<file path="src/rtl/serialize_pkg.sv">
// Shared definitions for the word-to-element serializer.
package serialize_pkg;

   localparam int DEFAULT_W_DATA  = 8;
   localparam int DEFAULT_N_LANES = 4;

   typedef enum logic {
      ST_IDLE = 1'b0,
      ST_SEND = 1'b1
   } state_t;

   // Width of a length field able to hold 0..n_lanes inclusive.
   function automatic int f_len_width(input int n_lanes);
      return $clog2(n_lanes + 1);
   endfunction

endpackage

</file>
<file path="src/rtl/serialize.sv">
// Serializer: accepts a word of N_LANES elements plus a length, emits the
// first len elements one per cycle, tagging the final one with a last flag.
//
// state   | meaning
// --------+-----------------------------------------------
// ST_IDLE | no word held; upstream may present a word
// ST_SEND | word held; elements are being emitted
//
// The last beat can hand over directly to a new word (din ready follows
// dout ready combinationally), so consecutive words stream without bubbles.
// The upstream decouple stage registers its side, which bounds that path.
module serialize
   import serialize_pkg::*;
#(
   parameter int  W_DATA  = DEFAULT_W_DATA,
   parameter int  N_LANES = DEFAULT_N_LANES,
   localparam int W_LEN   = f_len_width(N_LANES)
) (
   input  logic                              clk,
   input  logic                              rst,
   input  logic                              i_din_valid,
   output logic                              o_din_ready,
   input  logic [N_LANES*W_DATA+W_LEN-1:0]   i_din_data,
   output logic                              o_dout_valid,
   input  logic                              i_dout_ready,
   output logic [W_DATA:0]                   o_dout_data
);

   localparam int              W_IDX   = $clog2(N_LANES);
   localparam logic [W_LEN-1:0] LEN_MAX = W_LEN'(N_LANES);
   localparam logic [W_LEN-1:0] LEN_ONE = W_LEN'(1);

   state_t              r_state;
   state_t              w_state_nxt;
   logic [W_IDX-1:0]    r_idx;
   logic [W_LEN-1:0]    r_len;
   logic [W_DATA-1:0]   r_lanes [N_LANES];

   logic [W_LEN-1:0]    w_len_raw;
   logic [W_LEN-1:0]    w_len_in;
   logic                w_last;
   logic                w_din_fire;
   logic                w_dout_fire;
   logic                w_capture;

   // Incoming length, clamped to the number of lanes actually present.
   assign w_len_raw = i_din_data[N_LANES*W_DATA +: W_LEN];
   assign w_len_in  = (w_len_raw > LEN_MAX) ? LEN_MAX : w_len_raw;

   // r_len is never zero while in ST_SEND, so len-1 cannot underflow there.
   assign w_last      = (W_LEN'(r_idx) == (r_len - LEN_ONE));
   assign w_din_fire  = i_din_valid && o_din_ready;
   assign w_dout_fire = o_dout_valid && i_dout_ready;
   // A zero-length word is accepted but never loaded.
   assign w_capture   = w_din_fire && (w_len_in != '0);

   assign o_dout_data = {w_last, r_lanes[r_idx]};

   // State register.
   always_ff @(posedge clk) begin
      if (rst) begin
         r_state <= ST_IDLE;
      end else begin
         r_state <= w_state_nxt;
      end
   end

   // Next-state decode.
   always_comb begin
      w_state_nxt = r_state;
      case (r_state)
         ST_IDLE: begin
            if (w_capture) begin
               w_state_nxt = ST_SEND;
            end
         end
         ST_SEND: begin
            if (w_dout_fire && w_last) begin
               w_state_nxt = w_capture ? ST_SEND : ST_IDLE;
            end
         end
         default: w_state_nxt = ST_IDLE;
      endcase
   end

   // Handshake outputs; din ready is held low throughout reset.
   always_comb begin
      o_dout_valid = (r_state == ST_SEND);
      o_din_ready  = 1'b0;
      if (!rst) begin
         case (r_state)
            ST_IDLE: o_din_ready = 1'b1;
            ST_SEND: o_din_ready = w_last && i_dout_ready;
            default: o_din_ready = 1'b0;
         endcase
      end
   end

   // Element index: restarts on every captured word, advances per beat.
   always_ff @(posedge clk) begin
      if (rst) begin
         r_idx <= '0;
      end else if (w_capture) begin
         r_idx <= '0;
      end else if (w_dout_fire && !w_last) begin
         r_idx <= r_idx + 1'b1;
      end
   end

   // Word payload and length; no reset needed, only read while in ST_SEND.
   always_ff @(posedge clk) begin
      if (w_capture) begin
         r_len <= w_len_in;
         for (int i = 0; i < N_LANES; i++) begin
            r_lanes[i] <= i_din_data[i*W_DATA +: W_DATA];
         end
      end
   end

endmodule
</file>
<file path="config.mk">
export PLATFORM = sky130hd
export DESIGN_NAME = serialize
export DESIGN_NICKNAME = d
export VERILOG_FILES = /design/src/rtl/serialize_pkg.sv /design/src/rtl/serialize.sv
export SDC_FILE = /design/constraint.sdc
export NUM_CORES = 1
export LEC_CHECK = 0
export ABC_AREA = 1
export CAP_MARGIN = 20
export CORE_MARGIN = 2
export CORE_UTILIZATION = 50
export DETAILED_ROUTE_END_ITERATION = 7
export DONT_BUFFER_PORTS = 1
export PLACE_DENSITY = 0.65
export SLEW_MARGIN = 20
export SYNTH_ARGS = -nofsm -noshare
export SYNTH_HDL_FRONTEND = slang
export SYNTH_SLANG_ARGS = --single-unit
export TNS_END_PERCENT = 30
</file>
<file path="constraint.sdc">
create_clock -name clk -period 4.1 [get_ports clk]
set_input_delay 1.23 -clock clk [delete_from_list [all_inputs] [get_ports clk]]
set_output_delay 1.23 -clock clk [all_outputs]
set_load 0.005 [all_outputs]
</file>
Word level (Yosys, flattened, before mapping)
Memory sizes are Yosys's and may differ from the RTL's. A register that Yosys moved wholly into a read port is not among the register bits.
Index checks and enable logic that the tools add are counted.
W data, S select, Z words.

cells by class
  reductions and logical operators = 9
  bitwise logic cells = 1
  muxes and demuxes = 9
  add/sub/neg operators = 2
  order comparisons = 1
  equality and inequality tests = 1

operators with widths
  kind                   count
  $logic_and A1 B1 Y1    6
  $mux W1                4
  $mux W2                2
  $pmux W1 S2            2
  $eq A2 B3 Y1           1
  $gt A3 B3 Y1 const B   1
  $mux W3                1
  $reduce_bool A3 Y1     1
  $sub A3 B1 Y3 const B  1
  $add A2 B1 Y2 const B  1
  $reduce_or A2 Y1       1
  $logic_not A1 Y1       1
  $not A1 Y1             1

storage, ports and cells
  register bits after elaboration = 6
  bits in writable memories = 32
  memories = 1
  bits of input ports = 39
  output and inout bits = 11
  word-level logic and storage cells = 27

memory list
  name     depth  bits a word  read ports  clocked after Yosys merged registers in  wr ports  RTL line         text
  r_lanes  4      8            1           1                                        4         serialize.sv:37  logic [W_DATA-1:0] r_lanes [N_LANES];

Logic depth before layout (Yosys ltp)
Gate-level depths: netlist of run 1.

  depth after elaboration = 10
  depth in mapped cells = 11
  gate-level depth less buffers = 11

Worst setup path after synthesis of run 1
No wires, ideal clock.

  path kind = input -> register
  from = in i_din_data[32]
  to = mem r_lanes[0][0] (netlist bit) (enable)
  setup slack = -0.303 ns
  required time = 3.629 ns
  data arrival time = 3.932 ns
  setup time = 0.471 ns
  path buffers = 0
  stages on the path = 4
  path through = inv_1 -> nand2_1 -> o21ai_1 -> nor3_1

RTL lines
  what             RTL line         text
  start, declared  serialize.sv:23  input logic [N_LANES*W_DATA+W_LEN-1:0] i_din_data,
  end, declared    serialize.sv:37

Worst setup path after layout of run 1
  from = reg r_len[0]
  to = out o_din_ready

on the way
  word-level cells in the longest chain between the ends = 5

RTL lines
  what                    RTL line          text
  start, declared         serialize.sv:36   logic [W_LEN-1:0] r_len;
  start signal, assigned  serialize.sv:113  r_len <= w_len_in;
  $sub A3 B1 Y3           serialize.sv:51   assign w_last = (W_LEN'(r_idx) == (r_len - LEN_ONE));
  $eq A2 B3 Y1            serialize.sv:51
  $logic_and A1 B1 Y1     serialize.sv:93   ST_SEND: o_din_ready = w_last && i_dout_ready;
  $pmux W1 S2             serialize.sv:91   case (r_state)
  $mux W1                 serialize.sv:90   if (!rst) begin
  end, declared           serialize.sv:22   output logic o_din_ready,

Every way passes these cells.

==> out/summary.txt, run 1 <==
Status: completed
Core Region: 0.003053 sq mm
DP Worst Slack: 1.208 ns
I/O Buffers: 0
Num Clock Sinks: 40
Crit Reg-Reg Startpoint: r_len[0]
Leakage: 0.6209 nW
Final Max Tran Viols: 0
Die ar.: 0.003658 sq mm
Endpoint arrival time on the critical path: 1.70 ns
Syn_area_per_cell: 12.66 sq um
Post-DR wirelength/cell: 15.25 microns
Peak supply drop: 0.2568 mV
Synthesis-to-layout area growth: 7.765%
Post_cts resized: 0
Clk root buf: clkbuf_4
Final Non-Filler Cells: 175
Clock power share: 0.301
Ant. Diodes: 0
Initial antenna violation count: 0
TritonRoute pass-1 iters: 3
Total gr overflow: 0
Post-Syn Nets: 166
Ratio of total power to cell area: 430.0 mW/mm^2
Gpl congestion: 0.7560
Final Skew: 0.008539 ns
Worst-skew pair later-pin latency: 0.34 ns
Largest net degree at the start of global routing: 21
Vias: 909
Worst-margin pin slew: 0.7355 ns
Psw: 0.0001584 W
Seq cells post-synth: 40
Clock buffer depth: 2
Reg-to-reg slack, setup: 1.58 ns
Number of global-route vias before repair: 879
Number of hold violations in the final report: 0
Internal power: 0.0005807 W
Hold Path Stages: 2
Total GRT Usage: 0.1555
Worst Path Required: 2.87 ns
Leading cell types in the layout, fill and taps excluded: 35 x edfxtp_1, 22 x nor2_1, 14 x o21ai_0
Worst Path Max Fanout: 4
Hold WC Path Type: reg2reg
Num ports: 50
Clk slew on worst S/H paths: 0.11 ns
Cell total after placement: 167
Period utilization: 0.7153
Vias per cell: 5.194
Setup WS post-layout: 1.167 ns
RSZ-0062 raised after global routing: no
Critical path class: reg2out
Fin crit period: 2.933 ns
Final ANT Viol Nets: 0
Layout cells sized above 1: 0.1298
First-pass GRT wire length: 3.912 mm
Min-delay src: o_dout_valid
Starting density of the core: 0.5225
Setup TNS: 0 ns
Endpoint type of the worst setup path: primary output
Max Freq: 0.3410 GHz
Register area share after synthesis: 0.7216
CTS tree: built
R2R depth: 10
R2R Path End: r_lanes[0][7]
Comb power frac: 0.062
Synth unique cells: 24
Hold Path End: o_dout_valid
DRC: 0
Hold Slack: 0.5925 ns
Hold_buf cts: 0
Syn Inst Count: 126
Max Cap Viol: 0
Synthesized area: 0.001595 sq mm
Row cnt: 20
Die Width: 60.49 microns
Final wirelength: 2.669 mm
Sw Ratio: 0.2144
H-Tree Depth: 2
Post-route core utilization: 0.5631
Initial DRC Count: 33
Syn. warnings: 0
Commonest non-fill, non-tap cell in the layout: edfxtp_1
Flop pwr share: 0.637
Fin nets: 170
Slew headroom: 0.5081
Crit start category: register
Num CTS Buffers: 5
Die Height: 60.49 microns
Setup repair bufs after CTS: 0
HPWL after DPL: 1.851 mm
Final Setup Violations: 0
kinds of logic (layout without fill, tap and decap cells):
kind of cell,Yosys count,after routing,synth area share
and+or+nand+nor,38,38,0.1043
DFF,40,40,0.7216
buffers and inverters,16,21,0.04157
AOI/OAI and AO/OA,28,28,0.1035
xor gates and xnor gates,3,3,0.02118
adders and majority gates,1,1,0.007842
how the worst max path moves through the flow:
| stage | start | endpoint | slack, ns | cells past startpoint |
|---|---|---|---|---|
| 2_1_floorplan | i_din_data[32] | r_lanes[0][0] | 0.78 | 4 |
| 3_3_place_gp | i_din_data[32] | r_lanes[3][0] | 1.27 | 5 |
| 3_5_place_dp | i_din_data[32] | r_lanes[3][4] | 1.21 | 5 |
| 4_1_cts | r_len[0] | o_din_ready | 1.14 | 9 |
| 5_1_grt | register | o_dout_data[3] | 1.02 | 3 |
| 6_report | r_len[0] | o_din_ready | 1.17 | 9 |
power groups by stage:
stage	clock (W)	sequential, W	combinational [W]
floorplan	0	0.000477	0.0000400
global route	0.000243	0.000473	0.0000522
global placement	0	0.000480	0.0000445
CTS	0.000227	0.000471	0.0000466
detailed placement	0	0.000480	0.0000465
finish	0.000222	0.000471	0.0000461
state kept, by name, indices dropped and copies added (netlist names), named ones only:
signal        cells
r_lanes          32
r_len             3
r_idx             2
o_dout_valid      1
metal layers:
metal,vias to the layer above,track usage,wire (microns)
met5,-,0,0
met4,0,0.06522,48
met3,5,0.07036,182
met2,26,0.2624,1401
met1,430,0.1712,1037
li1,448,-,-
area by class of cell:
class	count	area, sq um
clock buffer	7	66.31
clock inverter	1	5.005
fill	279	1334
inverter	12	45.04
multi-input combinational	70	389.1
sequential	40	1151
tap	44	55.05
timing repair buffer	1	7.507
synthesized netlist by cell type, drive strengths merged:
cell type | count | area (sq um)
o22ai | 8 | 50.05
o21bai | 1 | 18.77
dfxtp | 5 | 100.1
nand2 | 12 | 57.55
clkbuf | 1 | 3.750
a31oi | 1 | 6.260
xnor2 | 1 | 16.27
ha | 1 | 12.51
inv | 12 | 45.04
a21oi | 1 | 5.000
nor3 | 1 | 5.000
nand3 | 2 | 15.01
buf | 3 | 17.52
nor2 | 23 | 88.84
edfxtp | 35 | 1051
xor2 | 2 | 17.52
o21ai | 17 | 85.08
stage by stage:
| step | total power, W | instance area [sq um] |
|---|---|---|
| 2_1_floorplan | 0.0005170 | 1600 |
| 3_3_place_gp | 0.0005241 | 1648 |
| 3_5_place_dp | 0.0005267 | 1648 |
| 4_1_cts | 0.0007445 | 1719 |
| 5_1_grt | 0.0007676 | 1719 |
| 6_report | 0.0007392 | 1719 |
critical path, cell delays in order (launching register included):
cell	delay [ns]
edfxtp_1	0.39
inv_1	0.09
ha_1	0.25
nand2_1	0.07
inv_1	0.04
nor2_2	0.08
nand3_2	0.14
nand2_2	0.12
nand2_4	0.07
nor2_1	0.12
Power figures use the tool's default switching activity.
==> run 2: changes to the inputs <==
--- a/config.mk
+++ b/config.mk
@@ -11,7 +11,7 @@
 export CORE_UTILIZATION = 50
 export DETAILED_ROUTE_END_ITERATION = 7
 export DONT_BUFFER_PORTS = 1
-export PLACE_DENSITY = 0.65
+export PLACE_DENSITY = 0.62
 export SLEW_MARGIN = 20
 export SYNTH_ARGS = -nofsm -noshare
 export SYNTH_HDL_FRONTEND = slang
==> constraint.sdc (replaced) <==
create_clock -name clk -period 2.7 [get_ports clk]
set_input_delay 0.81 -clock clk [delete_from_list [all_inputs] [get_ports clk]]
set_output_delay 0.81 -clock clk [all_outputs]
set_load 0.005 [all_outputs]
==> run 2 against run 1 <==
Effect of this change:
- flip-flop and latch count unchanged
- critical path depth stayed put
- via count rose by 1.1%
- die area unchanged
- sequential power is 52% higher
- clock power increased by 37%
- routed wire length increased by 0.60%
- power increased by 48%
- sequential share of layout area up 0.20 points
- cell count up 0.57%
==> out/summary.txt, run 2 (same netlist as run 1, synthesis figures left out) <==
Endpoint type of the worst setup path: primary output
CP dominant cell by count: inv_1
Max Cap Viol: 0
TritonRoute pass-1 iters: 4
Post-route core utilization: 0.5615
Die Height: 60.49 microns
Number of hold violations in the final report: 0
Peak supply drop: 0.3655 mV
Period utilization: 0.9262
Leakage: 0.6184 nW
Setup repair bufs after CTS: 0
Starting density of the core: 0.5225
Max reg flops: 32
Vias: 919
Min-delay src: rst
Hold Path Stages: 1
Final ANT Viol Nets: 0
Synthesis-to-layout area growth: 7.451%
Ratio of total power to cell area: 636.7 mW/mm^2
Status: completed
Post_cts resized: 0
Num ports: 50
Final Max Tran Viols: 0
DRC: 0
Slew headroom: 0.6626
Clk slew on worst S/H paths: 0.10 ns
Comb power frac: 0.066
Delay-heaviest family, CP: simple AND/OR/NAND/NOR gates
Die ar.: 0.003658 sq mm
Setup TNS: 0 ns
Largest net degree at the start of global routing: 36
Hold WC Path Type: in2reg
R2R Path End: r_lanes[3][0]
Internal power: 0.0008544 W
Worst-margin pin slew: 0.5027 ns
Total gr overflow: 0
Endpoint arrival time on the critical path: 1.69 ns
Slowest-stage cell, CP: edfxtp_1
Worst-skew pair later-pin latency: 0.34 ns
HPWL after DPL: 1.852 mm
Gpl congestion: 0.7359
Worst Path Max Fanout: 4
First-pass GRT wire length: 3.898 mm
Clock power share: 0.280
Final Skew: 0.006403 ns
Total GRT Usage: 0.1562
CTS tree: built
Final wirelength: 2.685 mm
Post-DR wirelength/cell: 15.26 microns
Sw Ratio: 0.2172
Top flop regs: r_lanes: 32 flops, r_len: 3 flops, r_idx: 2 flops
Psw: 0.0002370 W
Num CTS Buffers: 5
Leading cell types in the layout, fill and taps excluded: 35 x edfxtp_1, 22 x nor2_1, 14 x o21ai_0
Die Width: 60.49 microns
Flop pwr share: 0.654
Initial DRC Count: 32
Hold Path End: o_dout_valid
Crit start category: register
Number of global-route vias before repair: 881
Register with the most flip-flops: r_lanes
R2R depth: 10
Row cnt: 20
RSZ-0062 raised after global routing: no
Vias per cell: 5.222
Worst-path cell chain: inv_1 > ha_1 > nand2_1 > inv_1 > nor2_2 > nand3_2 > nand2_2 > nand2_4 > nor2_1
Fin crit period: 2.501 ns
Clock buffer depth: 2
Max Freq: 0.3999 GHz
Fin nets: 171
Num Clock Sinks: 40
Largest stage delay on the critical path: 0.39 ns
Commonest non-fill, non-tap cell in the layout: edfxtp_1
WP buf/inv: 2
Hold_buf cts: 0
Initial antenna violation count: 0
H-Tree Depth: 2
Critical path class: reg2out
Core Region: 0.003053 sq mm
Layout cells sized above 1: 0.1288
Final Setup Violations: 0
Reg-to-reg slack, setup: 0.61 ns
Crit Reg-Reg Startpoint: r_len[0]
Worst Path Required: 1.89 ns
Ant. Diodes: 0
I/O Buffers: 0
Clk root buf: clkbuf_4
run 2: cell types whose count changed in the layout (fill, tap and decap cells not counted), sizes merged:
cell,change
clkbuf,+1
clkinv,-1
buf,+1
run 2: final cells by class:
type / count / area (sq um)
Fill cell: 282 / 1339
Sequential cell: 40 / 1151
Multi-Input combinational cell: 70 / 389.1
Clock buffer: 8 / 58.81
Tap cell: 44 / 55.05
Inverter: 12 / 45.04
Timing Repair Buffer: 2 / 15.01
run 2: worst max-delay path by stage:
stage / start / endpoint / slack [ns] / depth (start not counted)
floorplan: i_din_data[32] / r_lanes[0][0] / 0.30 / 4
global placement: r_len[0] / o_din_ready / 0.61 / 9
detailed placement: r_len[0] / o_din_ready / 0.56 / 9
CTS: r_len[0] / o_din_ready / 0.16 / 9
global route: r_len[0] / o_din_ready / 0.06 / 9
finish: r_len[0] / o_din_ready / 0.20 / 9
run 2: metrics by stage:
stage / cells / cell area, sq um / setup slack, ns / hold slack [ns] / power (W)
CTS: 176 / 1714 / 0.1587 / 0.5073 / 0.001107
detailed placement: 168 / 1655 / 0.5583 / 0.5765 / 0.0008023
floorplan: 126 / 1607 / 0.3006 / 0.5339 / 0.0007861
global route: 176 / 1714 / 0.05773 / 0.5005 / 0.001144
global placement: 168 / 1655 / 0.6143 / 0.5660 / 0.0007983
finish: 176 / 1714 / 0.1994 / 0.5272 / 0.001091
run 2: power groups by stage:
stage	Combinational (W)	Sequential, W	Clock [W]
2_1_floorplan	0.0000622	0.000724	0
3_3_place_gp	0.0000707	0.000728	0
3_5_place_dp	0.0000740	0.000728	0
4_1_cts	0.0000741	0.000714	0.000319
5_1_grt	0.0000814	0.000717	0.000346
6_report	0.0000725	0.000714	0.000305
run 2: metal layers:
metal / vias up / part of all wire / global-route usage
met2: 29 / 0.53 / 0.2671
met4: 0 / 0.018 / 0.07764
li1: 452 / - / -
met5: - / 0 / 0
met1: 431 / 0.40 / 0.1676
met3: 7 / 0.052 / 0.06397
